===== src/rtl/alu_rs.sv =====
// Reservation station in front of scalar_alu: buffers dispatched ops, snoops the ALU and LSB result
// buses, and issues the lowest-slot ready op each cycle. Option: ALU_RS_WAKEUP_BYPASS_EN.
module alu_rs #(
    parameter int unsigned RS_SIZE       = 8,
    parameter int unsigned ROB_WIDTH_BIT = 4,
    parameter int unsigned RS_TYPE_BIT   = 5
) (
    input  logic                     clk_in,
    input  logic                     rst_in,
    input  logic                     rdy_in,
    input  logic                     clear_in,
    input  logic                     disp_valid,
    input  logic [RS_TYPE_BIT-1:0]   disp_type,
    input  logic [31:0]              disp_vj,
    input  logic [31:0]              disp_vk,
    input  logic                     disp_has_qj,
    input  logic                     disp_has_qk,
    input  logic [ROB_WIDTH_BIT-1:0] disp_qj,
    input  logic [ROB_WIDTH_BIT-1:0] disp_qk,
    input  logic [ROB_WIDTH_BIT-1:0] disp_rob_id,
    input  logic                     cdb_alu_ready,
    input  logic [ROB_WIDTH_BIT-1:0] cdb_alu_rob_id,
    input  logic [31:0]              cdb_alu_value,
    input  logic                     cdb_lsb_ready,
    input  logic [ROB_WIDTH_BIT-1:0] cdb_lsb_rob_id,
    input  logic [31:0]              cdb_lsb_value,
    output logic                     full,
    output logic                     alu_valid,
    output logic [RS_TYPE_BIT-1:0]   alu_work_type,
    output logic [31:0]              alu_r1,
    output logic [31:0]              alu_r2,
    output logic [ROB_WIDTH_BIT-1:0] alu_rob_id
);
    localparam int unsigned IdxW = (RS_SIZE > 1) ? $clog2(RS_SIZE) : 1;

    typedef struct packed {
        logic                     busy;
        logic [RS_TYPE_BIT-1:0]   op;
        logic [31:0]              vj;
        logic [31:0]              vk;
        logic                     has_qj;
        logic [ROB_WIDTH_BIT-1:0] qj;
        logic                     has_qk;
        logic [ROB_WIDTH_BIT-1:0] qk;
        logic [ROB_WIDTH_BIT-1:0] rob_id;
    } entry_t;

    typedef struct packed {
        logic        pending;
        logic [31:0] value;
    } opnd_t;

    // ALU bus is checked first so it wins when both buses carry the same tag.
    function automatic opnd_t snoop(input logic                     has_q,
                                    input logic [ROB_WIDTH_BIT-1:0] q,
                                    input logic [31:0]              v,
                                    input logic                     a_rdy,
                                    input logic [ROB_WIDTH_BIT-1:0] a_id,
                                    input logic [31:0]              a_val,
                                    input logic                     l_rdy,
                                    input logic [ROB_WIDTH_BIT-1:0] l_id,
                                    input logic [31:0]              l_val);
        opnd_t r;
        r.pending = has_q;
        r.value   = v;
        if (has_q && a_rdy && (q == a_id)) begin
            r.pending = 1'b0;
            r.value   = a_val;
        end else if (has_q && l_rdy && (q == l_id)) begin
            r.pending = 1'b0;
            r.value   = l_val;
        end
        return r;
    endfunction

    entry_t                   ent_q [RS_SIZE];
    entry_t                   ent_d [RS_SIZE];
    opnd_t                    snp_j [RS_SIZE];
    opnd_t                    snp_k [RS_SIZE];
    opnd_t                    disp_j;
    opnd_t                    disp_k;
    logic [RS_SIZE-1:0]       busy_vec;
    logic [RS_SIZE-1:0]       cand_vec;
    logic                     sel_found;
    logic                     free_found;
    logic [IdxW-1:0]          sel_idx;
    logic [IdxW-1:0]          free_idx;

    logic                     alu_valid_q;
    logic [RS_TYPE_BIT-1:0]   alu_type_q;
    logic [31:0]              alu_r1_q;
    logic [31:0]              alu_r2_q;
    logic [ROB_WIDTH_BIT-1:0] alu_rob_q;

    always_comb begin
        for (int i = 0; i < RS_SIZE; i++) begin
            snp_j[i] = snoop(ent_q[i].has_qj, ent_q[i].qj, ent_q[i].vj,
                             cdb_alu_ready, cdb_alu_rob_id, cdb_alu_value,
                             cdb_lsb_ready, cdb_lsb_rob_id, cdb_lsb_value);
            snp_k[i] = snoop(ent_q[i].has_qk, ent_q[i].qk, ent_q[i].vk,
                             cdb_alu_ready, cdb_alu_rob_id, cdb_alu_value,
                             cdb_lsb_ready, cdb_lsb_rob_id, cdb_lsb_value);
            busy_vec[i] = ent_q[i].busy;
`ifdef ALU_RS_WAKEUP_BYPASS_EN
            cand_vec[i] = ent_q[i].busy && !snp_j[i].pending && !snp_k[i].pending;
`else
            cand_vec[i] = ent_q[i].busy && !ent_q[i].has_qj && !ent_q[i].has_qk;
`endif
        end
    end

    always_comb begin
        sel_found  = 1'b0;
        sel_idx    = '0;
        free_found = 1'b0;
        free_idx   = '0;
        for (int i = 0; i < RS_SIZE; i++) begin
            if (cand_vec[i] && !sel_found) begin
                sel_found = 1'b1;
                sel_idx   = IdxW'(i);
            end
            if (!busy_vec[i] && !free_found) begin
                free_found = 1'b1;
                free_idx   = IdxW'(i);
            end
        end
    end

    assign full = &busy_vec;

    always_comb begin
        disp_j = snoop(disp_has_qj, disp_qj, disp_vj,
                       cdb_alu_ready, cdb_alu_rob_id, cdb_alu_value,
                       cdb_lsb_ready, cdb_lsb_rob_id, cdb_lsb_value);
        disp_k = snoop(disp_has_qk, disp_qk, disp_vk,
                       cdb_alu_ready, cdb_alu_rob_id, cdb_alu_value,
                       cdb_lsb_ready, cdb_lsb_rob_id, cdb_lsb_value);
        for (int i = 0; i < RS_SIZE; i++) begin
            ent_d[i]        = ent_q[i];
            ent_d[i].has_qj = snp_j[i].pending;
            ent_d[i].vj     = snp_j[i].value;
            ent_d[i].has_qk = snp_k[i].pending;
            ent_d[i].vk     = snp_k[i].value;
        end
        if (sel_found) begin
            ent_d[sel_idx].busy = 1'b0;
        end
        // The free slot comes from registered state, so it never collides with the issuing slot.
        if (disp_valid && !full && free_found) begin
            ent_d[free_idx] = '{busy:   1'b1,
                                op:     disp_type,
                                vj:     disp_j.value,
                                vk:     disp_k.value,
                                has_qj: disp_j.pending,
                                qj:     disp_qj,
                                has_qk: disp_k.pending,
                                qk:     disp_qk,
                                rob_id: disp_rob_id};
        end
    end

    always_ff @(posedge clk_in or negedge rst_in) begin
        if (!rst_in) begin
            for (int i = 0; i < RS_SIZE; i++) begin
                ent_q[i] <= '0;
            end
            alu_valid_q <= 1'b0;
            alu_type_q  <= '0;
            alu_r1_q    <= '0;
            alu_r2_q    <= '0;
            alu_rob_q   <= '0;
        end else if (rdy_in) begin
            if (clear_in) begin
                for (int i = 0; i < RS_SIZE; i++) begin
                    ent_q[i].busy <= 1'b0;
                end
                alu_valid_q <= 1'b0;
            end else begin
                for (int i = 0; i < RS_SIZE; i++) begin
                    ent_q[i] <= ent_d[i];
                end
                alu_valid_q <= sel_found;
                if (sel_found) begin
                    // Snooped values equal the stored ones unless a bypass wakeup is forwarding.
                    alu_type_q <= ent_q[sel_idx].op;
                    alu_r1_q   <= snp_j[sel_idx].value;
                    alu_r2_q   <= snp_k[sel_idx].value;
                    alu_rob_q  <= ent_q[sel_idx].rob_id;
                end
            end
        end
    end

    assign alu_valid     = alu_valid_q;
    assign alu_work_type = alu_type_q;
    assign alu_r1        = alu_r1_q;
    assign alu_r2        = alu_r2_q;
    assign alu_rob_id    = alu_rob_q;

endmodule

===== config.mk =====
export PLATFORM = sky130hd
export DESIGN_NAME = alu_rs
export DESIGN_NICKNAME = d
export VERILOG_FILES = /design/src/rtl/alu_rs.sv
export SDC_FILE = /design/constraint.sdc
export NUM_CORES = 2
export LEC_CHECK = 0
export CORE_UTILIZATION = 30
export CTS_BUF_LIST = sky130_fd_sc_hd__clkbuf_4 sky130_fd_sc_hd__clkbuf_8
export DETAILED_ROUTE_END_ITERATION = 16
export PLACE_DENSITY = 0.47
export SLEW_MARGIN = 20
export SYNTH_ARGS = -nofsm -noshare
export SYNTH_HDL_FRONTEND = slang
export SYNTH_SLANG_ARGS = --single-unit

===== constraint.sdc =====
create_clock -name clk_in -period 3.05 [get_ports clk_in]
set_clock_uncertainty 0.2 [all_clocks]
set_input_delay 0.61 -clock clk_in [delete_from_list [all_inputs] [get_ports clk_in]]
set_output_delay 0.61 -clock clk_in [all_outputs]
set_load 0.1 [all_outputs]

==> results.json <==
{
  "status": "finished clean",
  "slew_viol_final": 0,
  "drc_errors": 0,
  "setup.worst_path.start_class": "input port",
  "placed_cells": 9275,
  "viasPerCell": 5.96,
  "grt-ovfl-total": 0,
  "r2r_cells": 9,
  "worst_pin_slew_ns": 1.00,
  "hold_path_class": "input port to asynchronous set/reset pin",
  "finalSetupViolations": 0,
  "maxCapViolCount": 0,
  "avgRoutedWirePerCell_um": 29.3,
  "hpwl_um": 192000,
  "timing.rr.start": "ent_q[512]",
  "cts_root_buffer": "clkbuf_8",
  "cp_data_arrival_time_ns": 3.62,
  "track_usage_pct": 32.4,
  "setup_tns_ns": 0,
  "layout.nets": 7424,
  "synthArstFlopShare_pct": 100,
  "hold_viol_final": 0,
  "r2r_end": "alu_r2[21]",
  "syn-cell-area_mm2": 0.0498,
  "die_w_um": 409,
  "fin_crit_ns": 2.99,
  "grt_max_degree": 147,
  "finalWeightedCongestion": 0.947,
  "cts_made_buffers": 155,
  "peakVddDrop_v": 0.000579,
  "first_pass_iters": 8,
  "area_growth_pct": 33.6,
  "clk_pin_slew_ns": 0.07,
  "antenna_left": 0,
  "core_mm2": 0.165,
  "dpl_cell_area_mm2": 0.0629,
  "yosysSeqAreaShare_pct": 37.5,
  "cts_tree": "built",
  "finalPower_mw": 38.3,
  "insertion_delay_ns": 0.95,
  "route.vias.total": 57000,
  "min_period_over_period_pct": 98.2,
  "yosys_warnings": 0,
  "die_area_mm2": 0.168,
  "critPathLaunch": "cdb_lsb_rob_id[1]",
  "routed_wl_um": 280000,
  "die_h_um": 409,
  "postLayoutCoreUtil_pct": 40.4,
  "synth_edf_count": 0,
  "port_buffers": 236,
  "netlist_instances": 6548,
  "htreeDepth": 4,
  "crit_required_ns": 3.68,
  "synth_ff_type": "dfrtp_1",
  "grt_first_pass_wirelength_um": 396000,
  "layoutNonFillerInstCount": 9567,
  "p_per_area_mw_per_mm2": 576,
  "ys_seq_elements": 746,
  "worstSetupPathType": "input port to flip-flop",
  "rows": 149,
  "max_freq_ghz": 0.334,
  "synth_nets": 6710,
  "rrSetupSlack_ns": 0.06,
  "fin_area_mm2": 0.0665,
  "grt_pass1_vias": 53000,
  "antenna_found_initial": 14,
  "ys_types": 72,
  "cts_max_path_buffers": 3,
  "cts.sinks": 746,
  "slew_headroom_pct": 32.8,
  "cp-end-kind": "flip-flop",
  "io_pins": 237,
  "initial_utilization_pct": 30.2,
  "avgSynthCellArea_um2": 7.60,
  "drtIter0Drc": 7676,
  "drive_gt1_share_pct": 21.7,
  "cp_max_fo": 24,
  "leakage_nw": 29.4
}
==> flip-flops by register name (all words and copies together), names as in the netlist <==
register       cells
alu_r1            32
alu_r2            32
alu_rob_id         4
alu_valid          1
alu_work_type      5
busy_vec           8
ent_q            664
==> power breakdown <==
part	switching (mW)	total (mW)	internal, mW	leakage (nW)
sequential	1.63	13.3	11.7	9.49
combinational	9.18	13.5	4.36	18.2
clock	5.16	11.5	6.30	1.69
==> area by class of cell <==
class	instances	area, um2
multi-input combinational	5050	28600
tap	2189	2740
clock inverter	16	159
sequential	746	18700
fill	16700	98300
inverter	42	158
timing repair buffer	1267	13200
antenna	11	27.5
clock buffer	246	3010
==> per-stage QoR <==
stage                     hold WS [ns]  setup WS [ns]
after floorplan                  0.114         0.0549
after global placement           0.258         -0.985
after detailed placement         0.265         -0.972
after CTS                        0.197       0.000911
after global routing             0.211       -0.00421
final                            0.236         0.0553
==> cell families after synthesis <==
logic type      Yosys count  synth area share, %
compound gates         2140                 26.9
xor+xnor                 96                 1.69
buf+inv                 752                 5.92
flops                   746                 37.5
mux                     409                 8.54
simple gates           2405                 19.4
==> Yosys cell counts, drive strengths merged (5+ instances only) <==
| library cell | instances | area share [%] |
|---|---|---|
| o2bb2ai | 5 | 0.088 |
| nor4 | 29 | 0.39 |
| nand4 | 17 | 0.21 |
| a2111oi | 38 | 0.70 |
| nor2 | 801 | 6.0 |
| or3 | 7 | 0.098 |
| nand2b | 16 | 0.20 |
| a222oi | 10 | 0.20 |
| a311oi | 203 | 3.6 |
| clkbuf | 549 | 4.1 |
| and2 | 6 | 0.075 |
| buf | 161 | 1.5 |
| nor3 | 76 | 0.79 |
| xor2 | 50 | 0.88 |
| nand2 | 1317 | 9.9 |
| nor3b | 7 | 0.15 |
| nand4b | 5 | 0.088 |
| o21ai | 465 | 4.7 |
| a22oi | 30 | 0.45 |
| nand3 | 60 | 0.61 |
| a41oi | 10 | 0.18 |
| mux2 | 124 | 2.8 |
| o22a | 18 | 0.32 |
| nor2b | 26 | 0.33 |
| a21oi | 588 | 5.9 |
| mux2i | 285 | 5.7 |
| a221oi | 23 | 0.40 |
| a2111o | 5 | 0.11 |
| a21boi | 9 | 0.14 |
| dfrtp | 746 | 37 |
| a211oi | 194 | 2.9 |
| a21o | 5 | 0.075 |
| o211ai | 55 | 0.83 |
| o211a | 10 | 0.20 |
| or2 | 7 | 0.088 |
| o22ai | 6 | 0.075 |
| a31oi | 445 | 5.6 |
| and3 | 25 | 0.31 |
| xnor2 | 46 | 0.81 |
| inv | 41 | 0.31 |
==> metal layers <==
metal	global-route usage [%]	wire length, um	vias to the layer above
met2	47.1	116000	3533
met1	44.9	118000	27900
met4	14.4	13500	16
met3	8.22	31500	658
met5	0	235	-
li1	-	-	24900
==> cell usage in the layout (no fill, tap or decap), drive strengths merged, types with 50 or more instances in the layout <==
cell              n
o211ai           55
a21oi           588
nor2            801
nor3             76
a31oi           445
clkdlybuf4s50   160
a311oi          203
mux2            124
buf            1104
o21ai           465
xor2             50
dfrtp           746
nand3            60
clkbuf          248
mux2i           285
a211oi          194
nand2          1317
==> critical path: stages <==
cell,delay [ns]
clkdlybuf4s50_1,0.58
buf_4,0.25
buf_4,0.16
nor2b_1,0.13
a2111oi_1,0.35
buf_4,0.19
and3_2,0.19
buf_12,0.24
nand2_1,0.11
a311oi_1,0.36
o21ai_0,0.20
a31oi_1,0.19
==> worst max-delay path by stage <==
stage	cells after the start	slack, ns	to
2_1_floorplan	11	0.05	alu_r2[24]
3_3_place_gp	13	-0.98	ent_q[406]
3_5_place_dp	13	-0.97	ent_q[406]
4_1_cts	4	0.0009	full
5_1_grt	4	-0.004	full
6_report	12	0.06	alu_r1[7]
==> what timing repair did <==
item	in CTS	in global routing
cloned	0	2
endpoints found under the hold margin	461	0
setup buffers	2	13
pin swaps	1	5
hold buffers	2	0
gates resized for setup	14	29
setup endpoints to repair	39	65
(Power assumes the default switching activity.)
